File: src/rtl/cpu_types_pkg.sv
// Shared CPU datapath types: word/register widths, memory operations,
// exception codes and the memory-stage state encoding.
package cpu_types_pkg;

  typedef logic [31:0] word_t;
  typedef logic [4:0]  regbits_t;

  typedef enum logic [2:0] {
    MEM_NONE = 3'd0,
    MEM_LW   = 3'd1,
    MEM_SW   = 3'd2,
    MEM_LL   = 3'd3,
    MEM_SC   = 3'd4
  } memop_t;

  typedef enum logic [1:0] {
    EXC_NONE = 2'd0,
    EXC_OVF  = 2'd1,
    EXC_ADEL = 2'd2,
    EXC_ADES = 2'd3
  } exc_t;

  typedef enum logic {
    IDLE   = 1'b0,
    ACCESS = 1'b1
  } memstate_t;

endpackage

File: src/rtl/llsc_link.sv
// LL/SC link register: remembers the address of the last completed LL and
// drops it on stores, matching snoop invalidates and reset.
`default_nettype none
module llsc_link
  import cpu_types_pkg::*;
(
  input  logic  CLK,
  input  logic  nRST,
  input  logic  set,
  input  word_t set_addr,
  input  logic  clear,
  input  logic  snoop,
  input  word_t snoop_addr,
  input  word_t check_addr,
  output logic  link_match
);

  logic  link_valid;
  word_t link_addr;

  always_ff @(posedge CLK or negedge nRST) begin
    if (!nRST) begin
      link_valid <= 1'b0;
      link_addr  <= '0;
    end else if (clear) begin
      link_valid <= 1'b0;
    end else if (set) begin
      link_addr  <= set_addr;
      link_valid <= !(snoop && snoop_addr == set_addr);
    end else if (snoop && snoop_addr == link_addr) begin
      link_valid <= 1'b0;
    end
  end

  // A snoop landing in the same cycle as the check already kills the link.
  assign link_match = link_valid && (link_addr == check_addr) &&
                      !(snoop && snoop_addr == link_addr);

endmodule
`default_nettype wire

File: src/rtl/mem_stage.sv
// Memory-access stage: issues data-cache requests, owns the LL/SC link and
// produces one registered write-back record (plus exception) per operation.
`default_nettype none
module mem_stage
  import cpu_types_pkg::*;
(
  input  logic     CLK,
  input  logic     nRST,
  input  logic     ex_valid,
  output logic     ex_ready,
  input  memop_t   ex_memop,
  input  word_t    ex_aluout,
  input  logic     ex_overflow,
  input  logic     ex_trapovf,
  input  word_t    ex_store,
  input  regbits_t ex_wsel,
  input  logic     ex_wen,
  output logic     dmemREN,
  output logic     dmemWEN,
  output word_t    dmemaddr,
  output word_t    dmemstore,
  input  logic     dhit,
  input  word_t    dmemload,
  input  logic     ccinv,
  input  word_t    ccsnoopaddr,
  output logic     wb_valid,
  output logic     wb_wen,
  output regbits_t wb_wsel,
  output word_t    wb_data,
  output logic     exc_valid,
  output exc_t     exc_code
);

  memstate_t state, state_next;
  memop_t    op_q;
  logic      xfer, done, trap, is_mem, is_load, misaligned, sc_fail, go_access;
  logic      link_match;

  assign ex_ready   = (state == IDLE);
  assign xfer       = ex_valid && ex_ready;
  assign done       = (state == ACCESS) && dhit;
  assign trap       = ex_trapovf && ex_overflow;
  assign is_mem     = (ex_memop != MEM_NONE);
  assign is_load    = (ex_memop == MEM_LW) || (ex_memop == MEM_LL);
  assign misaligned = (ex_aluout[1:0] != 2'b00);
  assign sc_fail    = (ex_memop == MEM_SC) && !link_match;
  assign go_access  = xfer && !trap && is_mem && !misaligned && !sc_fail;

  llsc_link u_link (
    .CLK        (CLK),
    .nRST       (nRST),
    .set        (done && op_q == MEM_LL),
    .set_addr   (dmemaddr),
    .clear      (done && (op_q == MEM_SW || op_q == MEM_SC)),
    .snoop      (ccinv),
    .snoop_addr (ccsnoopaddr),
    .check_addr (ex_aluout),
    .link_match (link_match)
  );

  always_ff @(posedge CLK or negedge nRST) begin
    if (!nRST) state <= IDLE;
    else       state <= state_next;
  end

  always_comb begin
    state_next = state;
    if (go_access)  state_next = ACCESS;
    else if (done)  state_next = IDLE;
  end

  always_ff @(posedge CLK or negedge nRST) begin
    if (!nRST) begin
      op_q      <= MEM_NONE;
      dmemREN   <= 1'b0;
      dmemWEN   <= 1'b0;
      dmemaddr  <= '0;
      dmemstore <= '0;
      wb_valid  <= 1'b0;
      wb_wen    <= 1'b0;
      wb_wsel   <= '0;
      wb_data   <= '0;
      exc_valid <= 1'b0;
      exc_code  <= EXC_NONE;
    end else begin
      wb_valid  <= 1'b0;
      wb_wen    <= 1'b0;
      exc_valid <= 1'b0;
      exc_code  <= EXC_NONE;
      if (xfer) begin
        wb_wsel <= ex_wsel;
        if (trap) begin
          wb_valid  <= 1'b1;
          wb_data   <= '0;
          exc_valid <= 1'b1;
          exc_code  <= EXC_OVF;
        end else if (is_mem && misaligned) begin
          wb_valid  <= 1'b1;
          wb_data   <= '0;
          exc_valid <= 1'b1;
          exc_code  <= is_load ? EXC_ADEL : EXC_ADES;
        end else if (!is_mem) begin
          wb_valid <= 1'b1;
          wb_wen   <= ex_wen;
          wb_data  <= ex_aluout;
        end else if (sc_fail) begin
          wb_valid <= 1'b1;
          wb_wen   <= 1'b1;
          wb_data  <= '0;
        end else begin
          op_q      <= ex_memop;
          dmemREN   <= is_load;
          dmemWEN   <= !is_load;
          dmemaddr  <= ex_aluout;
          dmemstore <= ex_store;
        end
      end else if (done) begin
        dmemREN  <= 1'b0;
        dmemWEN  <= 1'b0;
        wb_valid <= 1'b1;
        case (op_q)
          MEM_LW, MEM_LL: begin
            wb_wen  <= 1'b1;
            wb_data <= dmemload;
          end
          MEM_SC: begin
            wb_wen  <= 1'b1;
            wb_data <= 32'd1;
          end
          default: wb_data <= '0;
        endcase
      end
    end
  end

endmodule
`default_nettype wire

File: config.mk
export PLATFORM = sky130hd
export DESIGN_NAME = mem_stage
export DESIGN_NICKNAME = d
export VERILOG_FILES = /design/src/rtl/cpu_types_pkg.sv /design/src/rtl/llsc_link.sv /design/src/rtl/mem_stage.sv
export SDC_FILE = /design/constraint.sdc
export NUM_CORES = 1
export LEC_CHECK = 0
export CAP_MARGIN = 15
export CORE_ASPECT_RATIO = 0.5
export CORE_UTILIZATION = 35
export DETAILED_ROUTE_END_ITERATION = 6
export GPL_ROUTABILITY_DRIVEN = 0
export GPL_TIMING_DRIVEN = 0
export PLACE_DENSITY = 0.68
export SYNTH_ARGS = -nofsm -noshare
export SYNTH_HDL_FRONTEND = slang
export SYNTH_HIERARCHICAL = 1
export SYNTH_SLANG_ARGS = --single-unit
File: constraint.sdc
create_clock -name CLK -period 3.3 [get_ports CLK]
set_clock_uncertainty 0.1 [all_clocks]
set_input_delay 0.99 -clock CLK [delete_from_list [all_inputs] [get_ports CLK]]
set_output_delay 0.99 -clock CLK [all_outputs]
set_load 0.01 [all_outputs]
After elaboration in Yosys (flattened, before gate mapping). Cells that the tools add are included.

Bits of input ports: 144. Output and inout bits: 109. Word-level logic and storage cells: 110. Flip-flop bits (word level): 145.

Eq/ne operators: 15. Bitwise operators: 5. Reductions and logical operators: 35. Mux-type cells: 41.

Operators by type and width (count): two-way mux 32 bit (6); == test 32 bit (3); one-hot mux 32 bit (2 select lines) (1); two-way mux 1 bit (31); logical AND 1 bit (15); AND reduction 5 bit (2); == test 3 x 2 -> 1 bit, second input constant (3); logical NOT 1 bit (7); == test 3 x 1 -> 1 bit, second input constant (2); == test 3 bit, second input constant (2); two-way mux 2 bit (3); inequality test 2 bit, second input constant (3); nonzero test 2 bit (3); nonzero test 3 bit (2); inequality test 5 x 3 -> 1 bit, second input constant (1); inverter 1 bit (5); AND reduction 2 bit (2); OR reduction 3 bit (1); logical OR 1 bit (2); inequality test 2 x 1 -> 1 bit, second input constant (1); OR reduction 2 bit (1).

Logic depth before layout (Yosys ltp). Gate-level depths: netlist of the first run.

Word-level depth: 11. Depth in mapped cells: 11. Gate-level depth less buffers: 9.

Cells and area by module. Netlist of the first run, hierarchy kept.

Modules (own cells, without submodules): mem_stage (instances 1, cells each 448, sequential area each 2802.7 sq um, area each 4827.1 sq um); llsc_link (instances 1, cells each 201, sequential area each 825.8 sq um, area each 2270.9 sq um).

Worst setup path before layout of the first run. Ideal clock, no wire load.

Path kind: input to register. Start: input port ccsnoopaddr[27]. End: register wb_data[0]. Setup time: 0.125 ns. Path buffers: 1. Required time: 3.075 ns. Path slack: 0.122 ns. Stages on the path: 10. Data arrival time: 2.953 ns. Cell sequence: xor2_1 > nor4_1 > nand4_1 > o31ai_2 > nor3_1 > a211oi_2 > nor2b_2 > o21ai_4 > buf_6 > mux2_4.

Cells in the longest elaborated chain, start to end: 8.

RTL lines: start: declaration (line mem_stage.sv:25) `input word_t ccsnoopaddr,`; == test 32 bit (line llsc_link.sv:37) `!(snoop && snoop_addr == link_addr);`; logical AND 1 bit (line llsc_link.sv:37); logical NOT 1 bit (line llsc_link.sv:37); logical AND 1 bit (line llsc_link.sv:36) `assign link_match = link_valid && (link_addr == check_addr) &&`; net link_match (line mem_stage.sv:37) `logic link_match;`; logical NOT 1 bit (line mem_stage.sv:46) `assign sc_fail = (ex_memop == MEM_SC) && !link_match;`; logical AND 1 bit (line mem_stage.sv:46); inequality test 5 x 3 -> 1 bit (no source line); AND reduction 2 bit (no source line); end signal: assignment (line mem_stage.sv:105) `wb_data <= ex_aluout;`; end signal: assignment (line mem_stage.sv:124) `wb_data <= dmemload;`; end: declaration (line mem_stage.sv:29) `output word_t wb_data,`.

The timed path passes the listed nets, and every way through them passes these cells. A chain may end at the register's enable or synchronous reset.

Worst setup path after layout of the first run.
Start: input port ccsnoopaddr[21]. End: register wb_data[3].

Same word-level chain as after synthesis.

==> metrics.md, run 1 <==
| Metric | Value |
|---|---|
| Routed wl met2 | 11.3 mm |
| Post-Route M1 WL | 10.5 mm |
| Global-route usage over all layers | 22.2% |
| Synth cell types | 40 |
| Source of the worst register-to-register timing path | u_link/link_addr[21] |
| WL final | 23.3 mm |
| Hold buffers post-CTS | 0 |
| Row count | 36 |
| Die Height | 103 um |
| Total of fill cells in the finished design | 1722 |
| Commonest non-fill, non-tap cell in the layout | nand2_1 |
| Mapped Area | 0.00710 mm^2 |
| Worst Path Max Fanout | 7 |
| Cells after Synth | 649 |
| Setup violators final | 0 |
| PwrDens | 568 mW/mm^2 |
| Net count after synthesis | 793 |
| Wire per inst | 19.3 um |
| Worst slew margin | 40.4% |
| TritonCTS Buffers | 17 |
| Max layer used | met4 |
| Worst path required time | 3510 ps |
| Hold Path Class | register to register |
| Tightest Pin Transition | 894 ps |
| Layout Area Growth over Synthesis | 53.3% |
| Reg2reg end | wb_data[3] |
| Nets | 1078 |
| Avg Vias per Cell | 4.83 |
| Setup slack, reg-to-reg | 300 ps |
| Final Power | 6.18 mW |
| Width of the chip | 203 um |
| Commonest cells after routing, fill and taps aside | 206 x nand2_1, 192 x clkdlybuf4s50_1, 145 x dfrtp_1, 77 x xor2_1, 35 x mux2_2 |
| Final min period | 3270 ps |
| Root Buffer | clkbuf_16 |
| CP arrival | 3480 ps |
| Initial Util | 36.1% |
| Port Buffers | 252 |
| Fmax | 0.306 GHz |
| Skew-Pair Late Insertion Delay | 430 ps |
| Worst Hold End | wb_wsel[0] |
| Max Transition Viols Final | 0 |
| Post-DRT Antenna Nets | 0 |
| Minimum hold slack | 371 ps |
| Static Leak | 5.28 nW |
| WS Path Type | primary input to register |
| Worst setup SP type | primary input |
| # IOs | 253 |
| YS warnings | 6 |
| Final Cycle Share | 99.2% |
| Worst r2r path cells | 11 |
| Final Hold Viols | 0 |
| Share of layout cells above drive strength 1 | 19.6% |
| TritonCTS clock tree | yes |
| Final Util | 55.4% |
| H-tree depth | 4 |
| HP Start | wb_wsel[0] |
| Max-capacitance violation count | 0 |
| Status | complete, no violations |
| Router iterations before antenna repair | 4 |
| Die area | 0.0209 mm^2 |
| Largest net degree at the start of global routing | 93 |
| Fin cells | 1212 |
| Clock transition at the registers of the reported paths | 60 ps |
| Hold path depth | 2 |
| TritonCTS Sinks | 145 |
| CP endpoint kind | register |
| Sequential share of the synthesized area | 51.1% |
| Worst vdd ir | 0.393 mV |
| First-pass GRT wire length | 34.4 mm |
| Number of global-route vias before repair | 5937 |
| Via total after detailed routing | 5853 |
| Post-DP HPWL | 16.9 mm |
| CORE AREA | 0.0196 mm^2 |
| Met3 wire length | 1.00 mm |
| Yosys reg bits | 145 |
| GRT overflow | 0 |
| Initial DRC Count | 366 |
| Maximum buffer depth of the clock tree | 2 |
| Initial antenna violation count | 1 |
| # DRC | 0 |
| Placed Cells | 1168 |
| Avg Cell Area, Syn | 10.9 um^2 |
## worst max-delay path by stage
stage	from	end	slack, ps	cells past startpoint
floorplan	ccsnoopaddr[27]	wb_data[0]	120	10
global placement	nRST	wb_data[7]	-5010	1
detailed placement	ccsnoopaddr[9]	dmemaddr[18]	-1010	11
CTS	ex_aluout[4]	dmemstore[25]	-20	12
global route	ex_aluout[16]	dmemREN	-20	12
finish	ccsnoopaddr[21]	wb_data[3]	30	12
## layout make-up
type                            instances  area [um^2]  area share, %
Sequential cell                       145         3630           33.4
Multi-Input combinational cell        473         3440           31.6
Timing Repair Buffer                  266         2620           24.1
Clock buffer                           24          492           4.52
Tap cell                              266          333           3.06
Buffer                                 29          274           2.52
Clock inverter                          6         80.1          0.736
Inverter                                2         7.51         0.0690
Antenna cell                            1         2.50         0.0230
## repair_timing
item,in CTS,in global routing
setup endpoints to repair,102,101
pin swaps,23,22
gates cloned,1,3
resized for setup,78,78
setup buffers,7,2
hold endpoints to repair,0,0
## registers in the layout, summed over array words and instances, names as in the netlist
register           cells
exc_code               2
exc_valid              1
dmemaddr              32
wb_data               32
u_link/link_addr      32
u_link/link_valid      1
state                  1
dmemWEN                1
wb_wen                 1
dmemREN                1
wb_valid               1
dmemstore             32
op_q                   3
wb_wsel                5
## Yosys cell counts
library cell | number | area (um^2)
nand2_1 | 206 | 773
dfrtp_1 | 145 | 3630
xor2_1 | 86 | 753
mux2_2 | 35 | 394
a22o_1 | 33 | 289
mux2_4 | 29 | 435
nor4_1 | 21 | 131
buf_2 | 13 | 65.1
buf_6 | 11 | 124
xnor2_1 | 11 | 96.3
nand4_1 | 7 | 43.8
nor3_1 | 6 | 30.0
clkbuf_1 | 5 | 18.8
nand3_1 | 5 | 25.0
a21oi_1 | 3 | 15.0
nor2_1 | 3 | 11.3
a211oi_2 | 2 | 25.0
and2_1 | 2 | 12.5
inv_1 | 2 | 7.51
nand2b_1 | 2 | 12.5
nor3b_1 | 2 | 15.0
o21ai_0 | 2 | 10.0
a221oi_1 | 1 | 8.76
a32o_1 | 1 | 10.0
and2_4 | 1 | 8.76
and2b_1 | 1 | 7.51
and4_1 | 1 | 8.76
mux2i_1 | 1 | 10.0
nand2b_4 | 1 | 13.8
nand3b_1 | 1 | 7.51
nor2b_1 | 1 | 6.26
nor2b_2 | 1 | 8.76
nor4b_4 | 1 | 23.8
o21ai_4 | 1 | 16.3
o22ai_1 | 1 | 6.26
o2bb2ai_1 | 1 | 8.76
o31ai_2 | 1 | 12.5
o32ai_1 | 1 | 8.76
or2_4 | 1 | 8.76
or3_1 | 1 | 6.26
## critical path, cell delays in order
cell	delay (ps)
clkbuf_2	110
xor2_2	200
nor4_2	350
nand3_1	180
o31ai_4	340
nor3_4	100
a211oi_2	280
nor2b_2	90
o21ai_4	160
buf_12	190
clkbuf_16	180
mux2_4	290
## power by group
group | leakage [nW] | internal, mW | switching (mW)
clock network | 0.286 | 1.18 | 0.740
registers | 1.90 | 2.11 | 0.307
logic | 3.09 | 1.04 | 0.800
## kinds of logic (layout without fill, tap and decap cells)
family / after synthesis / after routing / share of synthesized area [%]
buffers and inverters: 31 / 327 / 3.03
DFF: 145 / 145 / 51.1
AOI/OAI and AO/OA: 47 / 47 / 5.78
muxes: 65 / 65 / 11.8
xor gates and xnor gates: 97 / 97 / 12.0
and+or+nand+nor: 264 / 264 / 16.3
other: 0 / 1 / 0
## metrics by stage
step,TNS (ps),instance area (um^2),setup slack (ps)
detailed placement,-91790,9980,-1010
global route,-136,10900,-18.1
floorplan,0,7100,122
CTS,-71.0,10700,-15.9
global placement,-810450,9950,-5010
finish,0,10900,27.5
## layer usage
layer / GRT usage, % / vias to the layer above
met1: 29.1 / 2925
met3: 4.61 / 33
met2: 36.9 / 149
met4: 8.10 / 0
li1: - / 2746
met5: 0 / -
(Power assumes the default switching activity.)
==> run 2, diff against run 1 <==
--- a/config.mk
+++ b/config.mk
@@ -12,6 +12,7 @@
 export GPL_ROUTABILITY_DRIVEN = 0
 export GPL_TIMING_DRIVEN = 0
 export PLACE_DENSITY = 0.68
+export RECOVER_POWER = 100
 export SYNTH_ARGS = -nofsm -noshare
 export SYNTH_HDL_FRONTEND = slang
 export SYNTH_HIERARCHICAL = 1
==> metrics.md, run 2 (synthesized netlist as in run 1, its figures left out) <==
| Metric | Value |
|---|---|
| Status | complete, but fails checks |
| Failing checks | capacitance limit, slew limit |
| Hold buffers post-CTS | 0 |
| Wire per inst | 19.2 um |
| TritonCTS Buffers | 17 |
| Post-DRT Antenna Nets | 0 |
| Fmax | 0.306 GHz |
| GRT overflow | 0 |
| CP endpoint kind | register |
| Worst setup SP type | primary input |
| PwrDens | 559 mW/mm^2 |
| Root Buffer | clkbuf_16 |
| Final min period | 3260 ps |
| Number of global-route vias before repair | 5937 |
| Fin cells | 1213 |
| Nets | 1078 |
| Die area | 0.0209 mm^2 |
| Final Hold Viols | 0 |
| Placed Cells | 1168 |
| Row count | 36 |
| Initial Util | 36.1% |
| Share of layout cells above drive strength 1 | 19.0% |
| # IOs | 253 |
| Placed Area | 0.00998 mm^2 |
| Worst vdd ir | 0.395 mV |
| Setup violators final | 0 |
| Worst Path Max Fanout | 7 |
| Port Buffers | 252 |
| Skew-Pair Late Insertion Delay | 430 ps |
| Final Cycle Share | 98.9% |
| First-pass GRT wire length | 34.4 mm |
| CORE AREA | 0.0196 mm^2 |
| Width of the chip | 203 um |
| HP Start | wb_wsel[0] |
| Static Leak | 5.47 nW |
| Maximum buffer depth of the clock tree | 2 |
| Max Transition Viols Final | 92 |
| Source of the worst register-to-register timing path | u_link/link_addr[21] |
| Worst path required time | 3510 ps |
| Launch point of the critical path | ccsnoopaddr[21] |
| # DRC | 0 |
| Via total after detailed routing | 5861 |
| Hold Path Class | register to register |
| Worst slew margin | -45.9% |
| TritonCTS Sinks | 145 |
| WL final | 23.3 mm |
| Minimum hold slack | 365 ps |
| Setup TNS | 0 ps |
| Avg Vias per Cell | 4.83 |
| Clock transition at the registers of the reported paths | 60 ps |
| Largest net degree at the start of global routing | 93 |
| Initial DRC Count | 374 |
| Commonest non-fill, non-tap cell in the layout | nand2_1 |
| Global-route usage over all layers | 22.2% |
| Post-DP HPWL | 16.9 mm |
| Die Height | 103 um |
| CP arrival | 3480 ps |
| Tightest Pin Transition | 2190 ps |
| H-tree depth | 4 |
| Commonest cells after routing, fill and taps aside | 206 x nand2_1, 145 x dfrtp_1, 112 x dlygate4sd3_1, 80 x clkdlybuf4s50_1, 77 x xor2_1 |
| Router iterations before antenna repair | 4 |
| WS Path Type | primary input to register |
| TritonCTS clock tree | yes |
| Final instance area | 0.0109 mm^2 |
| Initial antenna violation count | 2 |
| Layout Area Growth over Synthesis | 53.1% |
| Max-capacitance violation count | 1 |
[run 2: cell types whose count changed in the layout (fill, tap and decap cells not counted)]
| cell | change |
|---|---|
| buf_2 | -3 |
| or2_0 | +1 |
| buf_6 | -1 |
| dlygate4sd3_1 | +112 |
| diode_2 | +1 |
| clkdlybuf4s50_1 | -112 |
| clkbuf_1 | +4 |
| or2_4 | -1 |
[run 2: final cells by class]
cell class	instances	area [um^2]
Antenna cell	2	5.00
Buffer	29	269
Clock buffer	24	492
Clock inverter	6	80.1
Fill cell	1729	8770
Inverter	2	7.51
Multi-Input combinational cell	473	3440
Sequential cell	145	3630
Tap cell	266	333
Timing Repair Buffer	266	2620
[run 2: final timing paths]
check | slack, ps | to | cells past startpoint
max | 40 | wb_data[3] | 12
min | 360 | wb_wsel[0] | 2
max reg2reg | 300 | wb_data[3] | 11
min reg2reg | 360 | wb_wsel[0] | 2
max in group asynchronous | 680 | u_link/link_addr[24] | 1
min in group asynchronous | 1090 | dmemstore[14] | 1
[run 2: per-layer routing]
layer | global-route usage [%] | vias up | share of wire [%]
met2 | 36.9 | 143 | 49
met3 | 4.61 | 25 | 4.3
met1 | 29.1 | 2939 | 45
met4 | 8.10 | 0 | 1.9
li1 | - | 2754 | -
met5 | 0 | - | 0
[run 2: what timing repair did]
action,CTS,global route
gates cloned,1,3
endpoints found under the hold margin,0,0
setup buffers,7,2
pin swaps,23,22
setup endpoints to repair,102,101
resized for setup,78,78
[run 2: power by group]
part	total, mW	switching [mW]	internal [mW]
clock	1.92	0.742	1.18
combinational	1.74	0.800	0.944
sequential	2.41	0.295	2.11
[run 2: through the flow]
stage	util [%]	setup slack [ps]	power [mW]
2_1_floorplan	-	122	3.16
3_3_place_gp	50.7	-5010	4.14
3_5_place_dp	50.8	-1010	4.18
4_1_cts	54.6	-15.9	6.18
5_1_grt	55.3	-18.1	6.37
6_report	55.3	35.1	6.07
[run 2: critical path: stages]
cell and delay (ps):
clkbuf_2 120, xor2_2 200, nor4_2 350, nand3_1 180, o31ai_4 340, nor3_4 100, a211oi_2 280, nor2b_2 90
o21ai_4 160, buf_12 190, clkbuf_16 170, mux2_4 290
==> run 3, diff against run 2 <==
--- a/config.mk
+++ b/config.mk
@@ -13,6 +13,7 @@
 export GPL_TIMING_DRIVEN = 0
 export PLACE_DENSITY = 0.68
 export RECOVER_POWER = 100
+export SKIP_LAST_GASP = 1
 export SYNTH_ARGS = -nofsm -noshare
 export SYNTH_HDL_FRONTEND = slang
 export SYNTH_HIERARCHICAL = 1
==> results of run 3 <==
No change in the layout: final DEF, timing and power equal those of run 2.
